### config.mk
export PLATFORM = sky130hd
export DESIGN_NAME = sd_read_blk_flat
export DESIGN_NICKNAME = d
export VERILOG_FILES = /design/src/rtl/sd_pkg.sv /design/src/rtl/sd_read_blk_if.sv /design/src/rtl/sd_crc16.sv /design/src/rtl/sd_read_blk.sv /design/src/flat_wrapper.sv
export SDC_FILE = /design/constraint.sdc
export NUM_CORES = 1
export LEC_CHECK = 0
export CAP_MARGIN = 20
export CORE_UTILIZATION = 62
export CTS_CLUSTER_DIAMETER = 200
export DETAILED_ROUTE_END_ITERATION = 8
export PLACE_DENSITY_LB_ADDON = 0.1
export SYNTH_ARGS = -nofsm -noshare
export SYNTH_HDL_FRONTEND = slang
export SYNTH_HIERARCHICAL = 1
export SYNTH_SLANG_ARGS = --single-unit
### constraint.sdc
create_clock -name div_clk -period 4.9 [get_ports div_clk]
set_input_delay 1.225 -clock div_clk [delete_from_list [all_inputs] [get_ports div_clk]]
set_output_delay 1.225 -clock div_clk [all_outputs]
set_load 0.02 [all_outputs]
### src/rtl/sd_pkg.sv
// Shared definitions for the SD card SPI-mode block reader.
//   - command, token and response constants
//   - one-hot FSM state encoding for sd_read_blk
//   - CRC16-CCITT polynomial used by sd_crc16
//   - cmd17_frame(): builds the 48-bit CMD17 frame for a sector address
package sd_pkg;

  localparam logic [7:0]  CMD17       = 8'h51;
  localparam logic [7:0]  TOKEN_START = 8'hFE;
  localparam logic [7:0]  R1_OK       = 8'h00;
  localparam logic [15:0] CRC16_POLY  = 16'h1021;

  typedef enum logic [6:0] {
    StIdle      = 7'b000_0001,
    StSendCmd   = 7'b000_0010,
    StWaitR1    = 7'b000_0100,
    StWaitToken = 7'b000_1000,
    StRdData    = 7'b001_0000,
    StRdCrc     = 7'b010_0000,
    StTail      = 7'b100_0000
  } sd_rd_state_e;

  // Dummy CRC byte 8'hFF with stop bit: SPI mode ignores CRC for CMD17.
  function automatic logic [47:0] cmd17_frame(input logic [31:0] addr);
    return {CMD17, addr, 8'hFF};
  endfunction

endpackage

### src/rtl/sd_read_blk_if.sv
// Request/response and SPI pin bundle for sd_read_blk.
//   master : the block reader (drives cs/mosi and the rd_* results)
//   slave  : the environment (init stage, requester, card)
// Signals: sd_init_done, rd_start, rd_sec_addr, sd_miso (to reader);
//          sd_cs, sd_mosi, rd_busy, rd_val, rd_data, rd_done, rd_err (from reader).
interface sd_read_blk_if;
  logic        sd_init_done;
  logic        rd_start;
  logic [31:0] rd_sec_addr;
  logic        sd_miso;
  logic        sd_cs;
  logic        sd_mosi;
  logic        rd_busy;
  logic        rd_val;
  logic [7:0]  rd_data;
  logic        rd_done;
  logic        rd_err;

  modport master (
    input  sd_init_done, rd_start, rd_sec_addr, sd_miso,
    output sd_cs, sd_mosi, rd_busy, rd_val, rd_data, rd_done, rd_err
  );

  modport slave (
    output sd_init_done, rd_start, rd_sec_addr, sd_miso,
    input  sd_cs, sd_mosi, rd_busy, rd_val, rd_data, rd_done, rd_err
  );
endinterface

### src/rtl/sd_crc16.sv
// Serial bit-in CRC16-CCITT (poly 0x1021, init 0), MSB-first data.
// Only instantiated by sd_read_blk when SD_RD_CRC16_EN is defined.
// Ports: div_clk, rst_n (async, active-low), i_clr (sync clear, has priority),
//        i_en (consume i_bit this cycle), i_bit, o_crc (current remainder).
module sd_crc16
  import sd_pkg::*;
(
  input  logic        div_clk,
  input  logic        rst_n,
  input  logic        i_clr,
  input  logic        i_en,
  input  logic        i_bit,
  output logic [15:0] o_crc
);

  logic [15:0] r_crc_q;
  logic [15:0] w_crc_d;
  logic        w_fb;

  always_comb begin
    w_fb    = i_bit ^ r_crc_q[15];
    w_crc_d = r_crc_q;
    if (i_clr) begin
      w_crc_d = '0;
    end else if (i_en) begin
      w_crc_d = {r_crc_q[14:0], 1'b0} ^ (w_fb ? CRC16_POLY : 16'h0000);
    end
  end

  always_ff @(posedge div_clk or negedge rst_n) begin
    if (!rst_n) r_crc_q <= '0;
    else        r_crc_q <= w_crc_d;
  end

  assign o_crc = r_crc_q;

endmodule

### src/rtl/sd_read_blk.sv
// SPI-mode single-block (CMD17) reader for SD cards.
// Issues CMD17, waits for R1 and the start token, streams BLK_BYTES bytes out on
// rd_val/rd_data, clocks past the CRC16, then holds cs high for TAIL_CLKS clocks
// and pulses rd_done with rd_err.
// Ports: div_clk (sd_clk = ~div_clk outside), rst_n (async, active-low),
//        bus (sd_read_blk_if.master: request, result and SPI pins).
// Build option: define SD_RD_CRC16_EN to check the data CRC16 and flag a
// mismatch on rd_err; otherwise the CRC bits are discarded.
module sd_read_blk
  import sd_pkg::*;
#(
  parameter logic [15:0] TIMEOUT_NUM = 16'd50000,
  parameter logic [9:0]  BLK_BYTES   = 10'd512,
  parameter logic [3:0]  TAIL_CLKS   = 4'd8
) (
  input logic           div_clk,
  input logic           rst_n,
  sd_read_blk_if.master bus
);

  sd_rd_state_e r_state_q, w_state_d;
  logic [31:0]  r_addr_q, w_addr_d;
  logic [5:0]   r_bit_cnt_q, w_bit_cnt_d;
  logic [9:0]   r_byte_cnt_q, w_byte_cnt_d;
  logic [15:0]  r_to_cnt_q, w_to_cnt_d;
  logic [3:0]   r_tail_cnt_q, w_tail_cnt_d;
  logic [7:0]   r_shift_q, w_shift_d;
  logic         r_cap_q, w_cap_d;
  logic         r_cs_q, w_cs_d;
  logic         r_mosi_q, w_mosi_d;
  logic         r_busy_q, w_busy_d;
  logic         r_val_q, w_val_d;
  logic [7:0]   r_data_q, w_data_d;
  logic         r_done_q, w_done_d;
  logic         r_err_q, w_err_d;
  logic         r_miso_q;

  logic [47:0]  w_frame;
  logic [7:0]   w_byte;
  logic         w_to_hit;
  logic         w_crc_ok;

  // Card output is sampled on the sd_clk rising edge, half a cycle before use.
  always_ff @(negedge div_clk or negedge rst_n) begin
    if (!rst_n) r_miso_q <= 1'b1;
    else        r_miso_q <= bus.sd_miso;
  end

`ifdef SD_RD_CRC16_EN
  logic [15:0] w_crc;
  logic [14:0] r_crc_rx_q;

  sd_crc16 u_crc16 (
    .div_clk (div_clk),
    .rst_n   (rst_n),
    .i_clr   (r_state_q == StWaitToken),
    .i_en    (r_state_q == StRdData),
    .i_bit   (r_miso_q),
    .o_crc   (w_crc)
  );

  always_ff @(posedge div_clk or negedge rst_n) begin
    if (!rst_n)                      r_crc_rx_q <= '0;
    else if (r_state_q == StRdCrc) r_crc_rx_q <= {r_crc_rx_q[13:0], r_miso_q};
  end

  // Evaluated on the 16th CRC bit, which is still in r_miso_q.
  assign w_crc_ok = ({r_crc_rx_q, r_miso_q} == w_crc);
`else
  assign w_crc_ok = 1'b1;
`endif

  assign w_frame  = cmd17_frame(r_addr_q);
  assign w_byte   = {r_shift_q[6:0], r_miso_q};
  assign w_to_hit = (r_to_cnt_q == TIMEOUT_NUM - 16'd1);

  always_comb begin
    w_state_d    = r_state_q;
    w_addr_d     = r_addr_q;
    w_bit_cnt_d  = r_bit_cnt_q;
    w_byte_cnt_d = r_byte_cnt_q;
    w_to_cnt_d   = r_to_cnt_q;
    w_tail_cnt_d = r_tail_cnt_q;
    w_shift_d    = r_shift_q;
    w_cap_d      = r_cap_q;
    w_cs_d       = 1'b1;
    w_mosi_d     = 1'b1;
    w_busy_d     = r_busy_q;
    w_val_d      = 1'b0;
    w_data_d     = r_data_q;
    w_done_d     = 1'b0;
    w_err_d      = r_err_q;

    unique case (r_state_q)
      StIdle: begin
        // r_done_q blocks a request landing in the rd_done cycle.
        if (bus.rd_start && bus.sd_init_done && !r_busy_q && !r_done_q) begin
          w_addr_d    = bus.rd_sec_addr;
          w_err_d     = 1'b0;
          w_busy_d    = 1'b1;
          w_bit_cnt_d = '0;
          w_state_d   = StSendCmd;
        end
      end
      StSendCmd: begin
        w_cs_d   = 1'b0;
        w_mosi_d = w_frame[6'd47 - r_bit_cnt_q];
        if (r_bit_cnt_q == 6'd47) begin
          w_bit_cnt_d = '0;
          w_to_cnt_d  = '0;
          w_cap_d     = 1'b0;
          w_state_d   = StWaitR1;
        end else begin
          w_bit_cnt_d = r_bit_cnt_q + 6'd1;
        end
      end
      StWaitR1: begin
        w_cs_d     = 1'b0;
        w_to_cnt_d = r_to_cnt_q + 16'd1;
        // The first 0 bit is R1 bit 7; capture from there.
        if (r_cap_q || !r_miso_q) begin
          w_cap_d     = 1'b1;
          w_shift_d   = w_byte;
          w_bit_cnt_d = r_bit_cnt_q + 6'd1;
        end
        if (r_cap_q && (r_bit_cnt_q == 6'd7)) begin
          w_bit_cnt_d = '0;
          if (w_byte == R1_OK) begin
            w_to_cnt_d = '0;
            w_shift_d  = 8'hFF;
            w_state_d  = StWaitToken;
          end else begin
            w_err_d      = 1'b1;
            w_tail_cnt_d = '0;
            w_state_d    = StTail;
          end
        end else if (w_to_hit) begin
          w_err_d      = 1'b1;
          w_tail_cnt_d = '0;
          w_state_d    = StTail;
        end
      end
      StWaitToken: begin
        w_cs_d     = 1'b0;
        w_to_cnt_d = r_to_cnt_q + 16'd1;
        w_shift_d  = w_byte;
        // The token's only 0 bit is its last, so the first 0 closes the byte.
        if (!r_miso_q) begin
          if (w_byte == TOKEN_START) begin
            w_to_cnt_d   = '0;
            w_bit_cnt_d  = '0;
            w_byte_cnt_d = '0;
            w_state_d    = StRdData;
          end else begin
            w_err_d      = 1'b1;
            w_tail_cnt_d = '0;
            w_state_d    = StTail;
          end
        end else if (w_to_hit) begin
          w_err_d      = 1'b1;
          w_tail_cnt_d = '0;
          w_state_d    = StTail;
        end
      end
      StRdData: begin
        w_cs_d    = 1'b0;
        w_shift_d = w_byte;
        if (r_bit_cnt_q == 6'd7) begin
          w_bit_cnt_d = '0;
          w_data_d    = w_byte;
          w_val_d     = 1'b1;
          if (r_byte_cnt_q == BLK_BYTES - 10'd1) begin
            w_state_d = StRdCrc;
          end else begin
            w_byte_cnt_d = r_byte_cnt_q + 10'd1;
          end
        end else begin
          w_bit_cnt_d = r_bit_cnt_q + 6'd1;
        end
      end
      StRdCrc: begin
        w_cs_d = 1'b0;
        if (r_bit_cnt_q == 6'd15) begin
          if (!w_crc_ok) w_err_d = 1'b1;
          w_bit_cnt_d  = '0;
          w_tail_cnt_d = '0;
          w_cs_d       = 1'b1;
          w_state_d    = StTail;
        end else begin
          w_bit_cnt_d = r_bit_cnt_q + 6'd1;
        end
      end
      StTail: begin
        if (r_tail_cnt_q == TAIL_CLKS - 4'd1) begin
          w_tail_cnt_d = '0;
          w_done_d     = 1'b1;
          w_busy_d     = 1'b0;
          w_state_d    = StIdle;
        end else begin
          w_tail_cnt_d = r_tail_cnt_q + 4'd1;
        end
      end
      default: w_state_d = StIdle;
    endcase
  end

  always_ff @(posedge div_clk or negedge rst_n) begin
    if (!rst_n) begin
      r_state_q    <= StIdle;
      r_addr_q     <= '0;
      r_bit_cnt_q  <= '0;
      r_byte_cnt_q <= '0;
      r_to_cnt_q   <= '0;
      r_tail_cnt_q <= '0;
      r_shift_q    <= '0;
      r_cap_q      <= 1'b0;
      r_cs_q       <= 1'b1;
      r_mosi_q     <= 1'b1;
      r_busy_q     <= 1'b0;
      r_val_q      <= 1'b0;
      r_data_q     <= '0;
      r_done_q     <= 1'b0;
      r_err_q      <= 1'b0;
    end else begin
      r_state_q    <= w_state_d;
      r_addr_q     <= w_addr_d;
      r_bit_cnt_q  <= w_bit_cnt_d;
      r_byte_cnt_q <= w_byte_cnt_d;
      r_to_cnt_q   <= w_to_cnt_d;
      r_tail_cnt_q <= w_tail_cnt_d;
      r_shift_q    <= w_shift_d;
      r_cap_q      <= w_cap_d;
      r_cs_q       <= w_cs_d;
      r_mosi_q     <= w_mosi_d;
      r_busy_q     <= w_busy_d;
      r_val_q      <= w_val_d;
      r_data_q     <= w_data_d;
      r_done_q     <= w_done_d;
      r_err_q      <= w_err_d;
    end
  end

  assign bus.sd_cs   = r_cs_q;
  assign bus.sd_mosi = r_mosi_q;
  assign bus.rd_busy = r_busy_q;
  assign bus.rd_val  = r_val_q;
  assign bus.rd_data = r_data_q;
  assign bus.rd_done = r_done_q;
  assign bus.rd_err  = r_err_q;

endmodule

### src/flat_wrapper.sv
// flat-port wrapper written by rule: the top's interface ports become plain ports
module sd_read_blk_flat import sd_pkg::*;
#(
  parameter logic [15:0] TIMEOUT_NUM = 16'd50000,
  parameter logic [9:0]  BLK_BYTES   = 10'd512,
  parameter logic [3:0]  TAIL_CLKS   = 4'd8
)
  (div_clk, rst_n, bus_sd_init_done, bus_rd_start, bus_rd_sec_addr, bus_sd_miso, bus_sd_cs, bus_sd_mosi, bus_rd_busy, bus_rd_val, bus_rd_data, bus_rd_done, bus_rd_err);
  sd_read_blk_if bus_i ();
  input logic div_clk;
  input logic rst_n;
  input wire logic [$bits(bus_i.sd_init_done)-1:0] bus_sd_init_done;
  input wire logic [$bits(bus_i.rd_start)-1:0] bus_rd_start;
  input wire logic [$bits(bus_i.rd_sec_addr)-1:0] bus_rd_sec_addr;
  input wire logic [$bits(bus_i.sd_miso)-1:0] bus_sd_miso;
  output wire logic [$bits(bus_i.sd_cs)-1:0] bus_sd_cs;
  output wire logic [$bits(bus_i.sd_mosi)-1:0] bus_sd_mosi;
  output wire logic [$bits(bus_i.rd_busy)-1:0] bus_rd_busy;
  output wire logic [$bits(bus_i.rd_val)-1:0] bus_rd_val;
  output wire logic [$bits(bus_i.rd_data)-1:0] bus_rd_data;
  output wire logic [$bits(bus_i.rd_done)-1:0] bus_rd_done;
  output wire logic [$bits(bus_i.rd_err)-1:0] bus_rd_err;
  assign bus_i.sd_init_done = bus_sd_init_done;
  assign bus_i.rd_start = bus_rd_start;
  assign bus_i.rd_sec_addr = bus_rd_sec_addr;
  assign bus_i.sd_miso = bus_sd_miso;
  assign bus_sd_cs = bus_i.sd_cs;
  assign bus_sd_mosi = bus_i.sd_mosi;
  assign bus_rd_busy = bus_i.rd_busy;
  assign bus_rd_val = bus_i.rd_val;
  assign bus_rd_data = bus_i.rd_data;
  assign bus_rd_done = bus_i.rd_done;
  assign bus_rd_err = bus_i.rd_err;
  sd_read_blk #(.TIMEOUT_NUM(TIMEOUT_NUM), .BLK_BYTES(BLK_BYTES), .TAIL_CLKS(TAIL_CLKS)) u_core (.div_clk(div_clk), .rst_n(rst_n), .bus(bus_i));
endmodule
Word-level counts from Yosys, hierarchy flattened
Index checks and enable logic that the tools add are counted.
{"block": "word_totals", "reg_bits": 99, "inputBits": 37, "out_inout_bits": 14, "wordCells": 144}
{"block": "classes", "n_addsub": 5, "n_lt_le_gt_ge": 1, "eq_ne": 27, "n_mux": 66, "reduce_logical": 29}
{"op": "16-bit two-way mux", "n": 5}
{"op": "7-bit two-way mux", "n": 11}
{"op": "7-bit case mux with 7 select lines", "n": 1}
{"op": "6-bit two-way mux", "n": 8}
{"op": "16-bit case mux with 3 select lines", "n": 1}
{"op": "10-bit two-way mux", "n": 4}
{"op": "6-bit case mux with 6 select lines", "n": 1}
{"op": "4-bit two-way mux", "n": 7}
{"op": "8-bit two-way mux", "n": 3}
{"op": "10-bit case mux with 2 select lines", "n": 1}
{"op": "1-bit two-way mux", "n": 17}
{"op": "16-bit by 1-bit adder with 16-bit output (second input constant)", "n": 1}
{"op": "16-bit equality test (second input constant)", "n": 1}
{"op": "2-bit by 1-bit != test with 1-bit output (second input constant)", "n": 8}
{"op": "4-bit case mux with 4 select lines", "n": 1}
{"op": "8-bit case mux with 2 select lines", "n": 1}
{"op": "10-bit by 1-bit adder with 10-bit output (second input constant)", "n": 1}
{"op": "10-bit by 9-bit equality test with 1-bit output (second input constant)", "n": 1}
{"op": "5-bit AND reduction", "n": 2}
{"op": "8-bit equality test (second input constant)", "n": 1}
{"op": "8-bit logical NOT", "n": 1}
{"op": "4-bit AND reduction", "n": 2}
{"op": "2-bit nonzero test", "n": 4}
{"op": "7-bit by 1-bit equality test with 1-bit output (second input constant)", "n": 1}
{"op": "32 further kinds", "n": 44}

Depth between registers and ports, before layout
Gate-level depths: netlist (run 1).
{"block": "depth", "ltp_word": 6, "ltp_mapped": 10, "ltp_nobuf": 8}

==> impl_metrics.json, run 1 <==
{
  "hold_viol": 0,
  "grtUsageTotal_pct": 28.6,
  "syn_area_um2": 5220,
  "synth_warnings": 6,
  "critPathLaunchType": "register",
  "htreeDepth": 3,
  "gp_congestion": 0.885,
  "drive_above_1_share_pct": 9.32,
  "p_leak_nw": 2.75,
  "critPathArrivalTime_ps": 4990,
  "finClkSkew_ps": 43.7,
  "ant_nets": 0,
  "setup_viol": 0,
  "root_buffer": "clkbuf_8",
  "antenna_cells": 0,
  "ys.flop_type": "dfrtp_1",
  "syn2layout_area_growth_pct": 13.2,
  "grt_setup_unrepaired": "false",
  "intPower_mw": 1.04,
  "core_area_um2": 8180,
  "cts_setup_buffers": 0,
  "dp_hpwl_um": 8350,
  "cap_violations": 0,
  "yosysSeqAreaShare_pct": 47.1,
  "cts.sinks": 98,
  "grt_overflow": 0,
  "rows": 33,
  "io_pins": 51,
  "cts_tree": "built",
  "ir_drop_uv": 165,
  "required_ps": 5180,
  "io_buffers": 50,
  "routed_wirelength_um": 11700,
  "path_cells": "or4_1 -> or2_2 -> or3_1 -> o2111ai_2 -> a2bb2oi_1",
  "routedWlPerCell_um": 16.8,
  "antenna_found_initial": 0,
  "synth_cell_type_count": 66,
  "fp.dieW_um": 93.8,
  "final.setup.tns_ps": 0,
  "relSlewSlack_pct": 38.6,
  "cts.path.max_buffers": 2,
  "synth_fp_nets": 589,
  "ctsResizeCount": 0,
  "outcome": "complete, no violations",
  "hold_path.class": "reg -> reg",
  "p_seq_share_pct": 60.7,
  "viasPerCell": 6.14,
  "switching_share_pct": 22.4,
  "cts-buffers-inserted": 9,
  "crit_fanout": 9,
  "synth_edf_count": 0,
  "syn_inst": 546,
  "final_nets": 628,
  "reg2reg_slack_ps": 190,
  "drt-initial-drc-count": 311,
  "postCtsHoldBufs": 0,
  "synth.avg_cell_area_um2": 9.56,
  "p_sw_mw": 0.298,
  "tightest_slew_ps": 920,
  "clk_pin_slew_ps": 90,
  "crit_slowest_cell": "or4_1",
  "clock_latency_ps": 390,
  "power.share.combinational_pct": 3.6,
  "yosys_register_bits": 98,
  "die_area_um2": 8790,
  "cp-end-kind": "register",
  "grt_pass1_vias": 4117,
  "grt_max_degree": 58,
  "vias": 4265,
  "die_h_um": 93.8,
  "grt_first_pass_wirelength_um": 19600,
  "start_util_pct": 63.9,
  "drv_slew": 0,
  "synth-async-reset-ratio_pct": 100,
  "cp_slowest_stage_delay_ps": 530,
  "total_power_mw": 1.33,
  "p_clk_share_pct": 35.7,
  "drc": 0,
  "power_density_nw_per_um2": 226,
  "dr.pass1.iters": 5,
  "criticalPathCategory": "reg -> reg"
}
[state kept, by name, indices dropped and copies added (netlist names)]
name and count:
u_core/r_state_q 7, u_core/bus.rd_busy 1, u_core/bus.sd_cs 1, u_core/bus.rd_err 1, u_core/bus.sd_mosi 1, u_core/r_shift_q 7, u_core/r_addr_q 32, u_core/r_tail_cnt_q 4
u_core/bus.rd_data 8, u_core/r_bit_cnt_q 6, u_core/r_to_cnt_q 16, u_core/bus.rd_done 1, u_core/bus.rd_val 1, u_core/r_cap_q 1, u_core/r_miso_q 1, u_core/r_byte_cnt_q 10
[worst max-delay path: cells and delay by family, from the launching register on]
family	cells	cell delay, ps
and+or+nand+nor	3	1340
AOI/OAI and AO/OA	2	410
DFF	1	390
[layer usage]
metal | track usage [%] | vias up | routed length [um]
li1 | - | 2029 | -
met1 | 38.6 | 2107 | 5170
met2 | 47.8 | 110 | 5970
met3 | 3.24 | 19 | 382
met4 | 10.3 | 0 | 182
met5 | 0 | - | 0
[worst paths after layout]
| path | from | end | depth (start not counted) |
|---|---|---|---|
| max reg2reg | u_core/r_miso_q | u_core/r_tail_cnt_q[0] | 5 |
| max in group asynchronous | rst_n | u_core/r_miso_q | 1 |
| min reg2reg | u_core/r_addr_q[9] | u_core/r_addr_q[9] | 2 |
| min | u_core/r_addr_q[9] | u_core/r_addr_q[9] | 2 |
| min in group asynchronous | rst_n | u_core/r_addr_q[15] | 2 |
| max | u_core/r_miso_q | u_core/r_tail_cnt_q[0] | 5 |
[through the flow]
stage	hold WS [ps]	area [um^2]	util, %	instances	setup WS [ps]
finish	481	5910	72.3	695	193
global route	499	5910	72.3	695	92.7
CTS	482	5910	72.3	695	251
detailed placement	460	5730	70.1	679	286
global placement	454	5730	70.1	679	336
floorplan	440	5220	-	546	468
[cell usage in the layout, fill, tap and decap left out, types with 3 or more instances in the layout]
cell / Yosys / layout
a2111oi_0: 3 / 3
a211o_1: 5 / 5
a21o_1: 4 / 4
a21oi_1: 19 / 19
a22o_1: 7 / 7
a31oi_1: 8 / 8
and2_1: 3 / 3
and3_1: 14 / 14
buf_4: 1 / 5
clkbuf_8: 0 / 10
clkdlybuf4s50_1: 0 / 49
clkinvlp_4: 0 / 3
dfrtp_1: 94 / 94
dfstp_2: 4 / 4
ha_1: 6 / 6
inv_1: 23 / 23
mux2_2: 8 / 8
mux2i_1: 14 / 14
mux4_2: 9 / 9
nand2_1: 126 / 126
nand2b_1: 10 / 10
nand3_1: 32 / 32
nand4_1: 14 / 14
nor2_1: 15 / 15
nor2b_1: 5 / 5
nor3_1: 8 / 8
nor3b_1: 6 / 6
nor4_1: 7 / 7
nor4bb_1: 3 / 3
o211ai_1: 4 / 4
o21ai_0: 19 / 19
or3_1: 4 / 4
or4_1: 3 / 3
xor2_1: 4 / 4
[synth_stat cells, types with 2 or more instances]
cell	instances	area (um^2)
a21oi_1	19	95.1
a21o_1	4	30.0
nor4_1	7	43.8
nor3_1	8	40.0
nor2_1	15	56.3
o21ai_0	19	95.1
dfstp_2	4	105
nor3b_1	6	45.0
or3_1	4	25.0
and3_1	14	87.6
nand4b_1	2	17.5
nand2b_1	10	62.6
and2_1	3	18.8
or4_1	3	22.5
mux4_2	9	203
a2111oi_0	3	26.3
nand3_1	32	160
ha_1	6	75.1
o211ai_1	4	30.0
dfrtp_1	94	2350
a22o_1	7	61.3
a211o_1	5	43.8
o221ai_1	2	17.5
or4_4	2	22.5
xor2_1	4	35.0
nor4b_1	2	17.5
nor2b_1	5	31.3
nand4_1	14	87.6
clkbuf_1	15	56.3
and4b_1	2	20.0
buf_6	5	56.3
a211oi_1	2	15.0
a31oi_1	8	50.1
mux2i_1	14	140
buf_2	5	25.0
inv_1	23	86.3
nand2_1	126	473
nor4bb_1	3	30.0
or2_2	2	12.5
mux2_2	8	90.1
[cell families after synthesis]
family                     after synthesis  synth area share (%)
AOI/OAI and AO/OA                       91                  12.5
xor gates and xnor gates                 5                 0.839
adders and majority gates                6                  1.44
buffers and inverters                   50                  4.53
DFF                                     98                  47.1
muxes                                   31                  8.29
and+or+nand+nor                        265                  25.3
[power by group through the flow]
stage	logic [mW]	clock network, mW	registers, mW
global route	0.0532	0.521	0.810
detailed placement	0.0489	0.00255	0.826
global placement	0.0482	0.00255	0.826
finish	0.0478	0.476	0.810
floorplan	0.00226	0.00255	0.826
CTS	0.0490	0.491	0.810
[final cells by class]
class	instances	area, um^2
clock buffers	12	145
well taps	105	131
multi-input cells	398	2530
flip-flops and latches	98	2460
repair buffers	54	528
clock inverters	5	31.3
inverters	23	87.6
fillers	601	2270
No activity file was read; power rests on OpenSTA's default activity.
==> run 2, diff against run 1 <==
--- a/config.mk
+++ b/config.mk
@@ -9,6 +9,7 @@
 export CORE_UTILIZATION = 62
 export CTS_CLUSTER_DIAMETER = 200
 export DETAILED_ROUTE_END_ITERATION = 8
+export GPL_TIMING_DRIVEN = 0
 export PLACE_DENSITY_LB_ADDON = 0.1
 export SYNTH_ARGS = -nofsm -noshare
 export SYNTH_HDL_FRONTEND = slang
==> impl_metrics.json, run 2 (synthesized netlist as in run 1, its figures left out) <==
{
  "outcome": "complete, no violations",
  "grt_overflow": 0,
  "largestRegisters": "u_core/r_addr_q x32, u_core/r_to_cnt_q x16, u_core/r_byte_cnt_q x10",
  "cts_tree": "built",
  "criticalPathCategory": "reg -> reg",
  "io_pins": 51,
  "hold_ws_ps": 487,
  "htreeDepth": 3,
  "cts-buffers-inserted": 9,
  "cts.sinks": 98,
  "antenna_found_initial": 0,
  "grt_max_degree": 65,
  "start_util_pct": 63.9,
  "top_register": "u_core/r_addr_q",
  "final_common_cell": "nand2_1",
  "cap_violations": 0,
  "routed_wirelength_um": 11800,
  "routedWlPerCell_um": 16.5,
  "rows": 33,
  "layout.cells.non_filler": 718,
  "finClkSkew_ps": 38.8,
  "drive_above_1_share_pct": 10.4,
  "critPathLaunchType": "register",
  "grt_first_pass_wirelength_um": 19900,
  "r2r_start": "u_core/r_miso_q",
  "largest_reg_flops": 32,
  "p_leak_nw": 2.83,
  "grtUsageMet1_pct": 39.1,
  "ant_nets": 0,
  "total_power_mw": 1.38,
  "grt_setup_unrepaired": "false",
  "ctsResizeCount": 0,
  "drt-initial-drc-count": 410,
  "power_density_nw_per_um2": 227,
  "die_area_um2": 8790,
  "use_met3_pct": 3.32,
  "grt_pass1_vias": 4285,
  "vias": 4448,
  "ir_drop_uv": 148,
  "antenna_cells": 0,
  "layout_common_cells": "nand2_1 (126), dfrtp_1 (94), clkdlybuf4s50_1 (49)",
  "dp_cells": 702,
  "cp-end-kind": "register",
  "drc": 0,
  "busiest_layer": "met2",
  "dr.pass1.iters": 7,
  "place_area_um2": 5880,
  "tightest_slew_ps": 878,
  "drv_slew": 0,
  "design_area_um2": 6070,
  "setup_viol": 0,
  "dp_hpwl_um": 8480,
  "post-route-util_pct": 74.3,
  "min_from": "u_core/r_addr_q[11]",
  "fp.dieW_um": 93.8,
  "hold_path.class": "reg -> reg",
  "hold_viol": 0,
  "syn2layout_area_growth_pct": 16.3,
  "viasPerCell": 6.19,
  "clock_latency_ps": 380,
  "final.setup.tns_ps": 0,
  "gr-usage-met2_pct": 47.9,
  "relSlewSlack_pct": 40.9,
  "required_ps": 5090,
  "critPathArrivalTime_ps": 4870,
  "crit_fanout": 8,
  "cts.path.max_buffers": 2,
  "core_area_um2": 8180,
  "root_buffer": "clkbuf_8",
  "postCtsHoldBufs": 0,
  "gp_congestion": 0.940,
  "die_h_um": 93.8,
  "worst_slack_ps": 228,
  "final_nets": 651,
  "grtUsageTotal_pct": 28.9,
  "dpl_worst_slack_ps": 319,
  "cts_setup_buffers": 0,
  "io_buffers": 50,
  "cp-startpoint": "u_core/r_miso_q",
  "clk_pin_slew_ps": 100
}
==> run 2: final cells by class <==
cell class | instances | area [um^2]
clock inverters | 7 | 70.1
inverters | 23 | 87.6
flip-flops and latches | 98 | 2460
multi-input cells | 398 | 2530
clock buffers | 10 | 128
fillers | 623 | 2100
well taps | 105 | 131
plain buffers | 26 | 145
repair buffers | 51 | 526
==> run 2: final timing paths <==
| kind | to | slack, ps | cells after the start |
|---|---|---|---|
| setup / recovery | u_core/r_state_q[6] | 230 | 5 |
| hold / removal | u_core/r_addr_q[11] | 490 | 2 |
| setup reg to reg | u_core/r_state_q[6] | 230 | 5 |
| hold reg to reg | u_core/r_addr_q[11] | 490 | 2 |
| max in group asynchronous | u_core/r_miso_q | 980 | 2 |
| min in group asynchronous | u_core/r_addr_q[19] | 810 | 1 |
==> run 2: where the power goes <==
| group | total, mW | internal, mW | switching, mW |
|---|---|---|---|
| registers | 0.810 | 0.809 | 0.00101 |
| clock network | 0.519 | 0.239 | 0.280 |
| logic | 0.0488 | 0.0284 | 0.0204 |
==> run 2: worst max-delay path: stages, from the launching register on <==
cell,delay [ps]
dfstp_2,400
or4_1,540
nor4_1,250
o22ai_2,190
a2111oi_0,490
o21ai_0,170
==> run 2: per-layer routing <==
layer  part of all wire (%)  vias up
li1                       -     2083
met1                     43     2175
met2                     49      164
met3                    5.1       26
met4                    2.0        0
met5                      0        -
==> run 3, diff against run 2 <==
--- a/config.mk
+++ b/config.mk
@@ -11,6 +11,7 @@
 export DETAILED_ROUTE_END_ITERATION = 8
 export GPL_TIMING_DRIVEN = 0
 export PLACE_DENSITY_LB_ADDON = 0.1
+export SKIP_LAST_GASP = 1
 export SYNTH_ARGS = -nofsm -noshare
 export SYNTH_HDL_FRONTEND = slang
 export SYNTH_HIERARCHICAL = 1
==> results of run 3 <==
No change in the layout: final DEF, timing and power equal those of run 2.
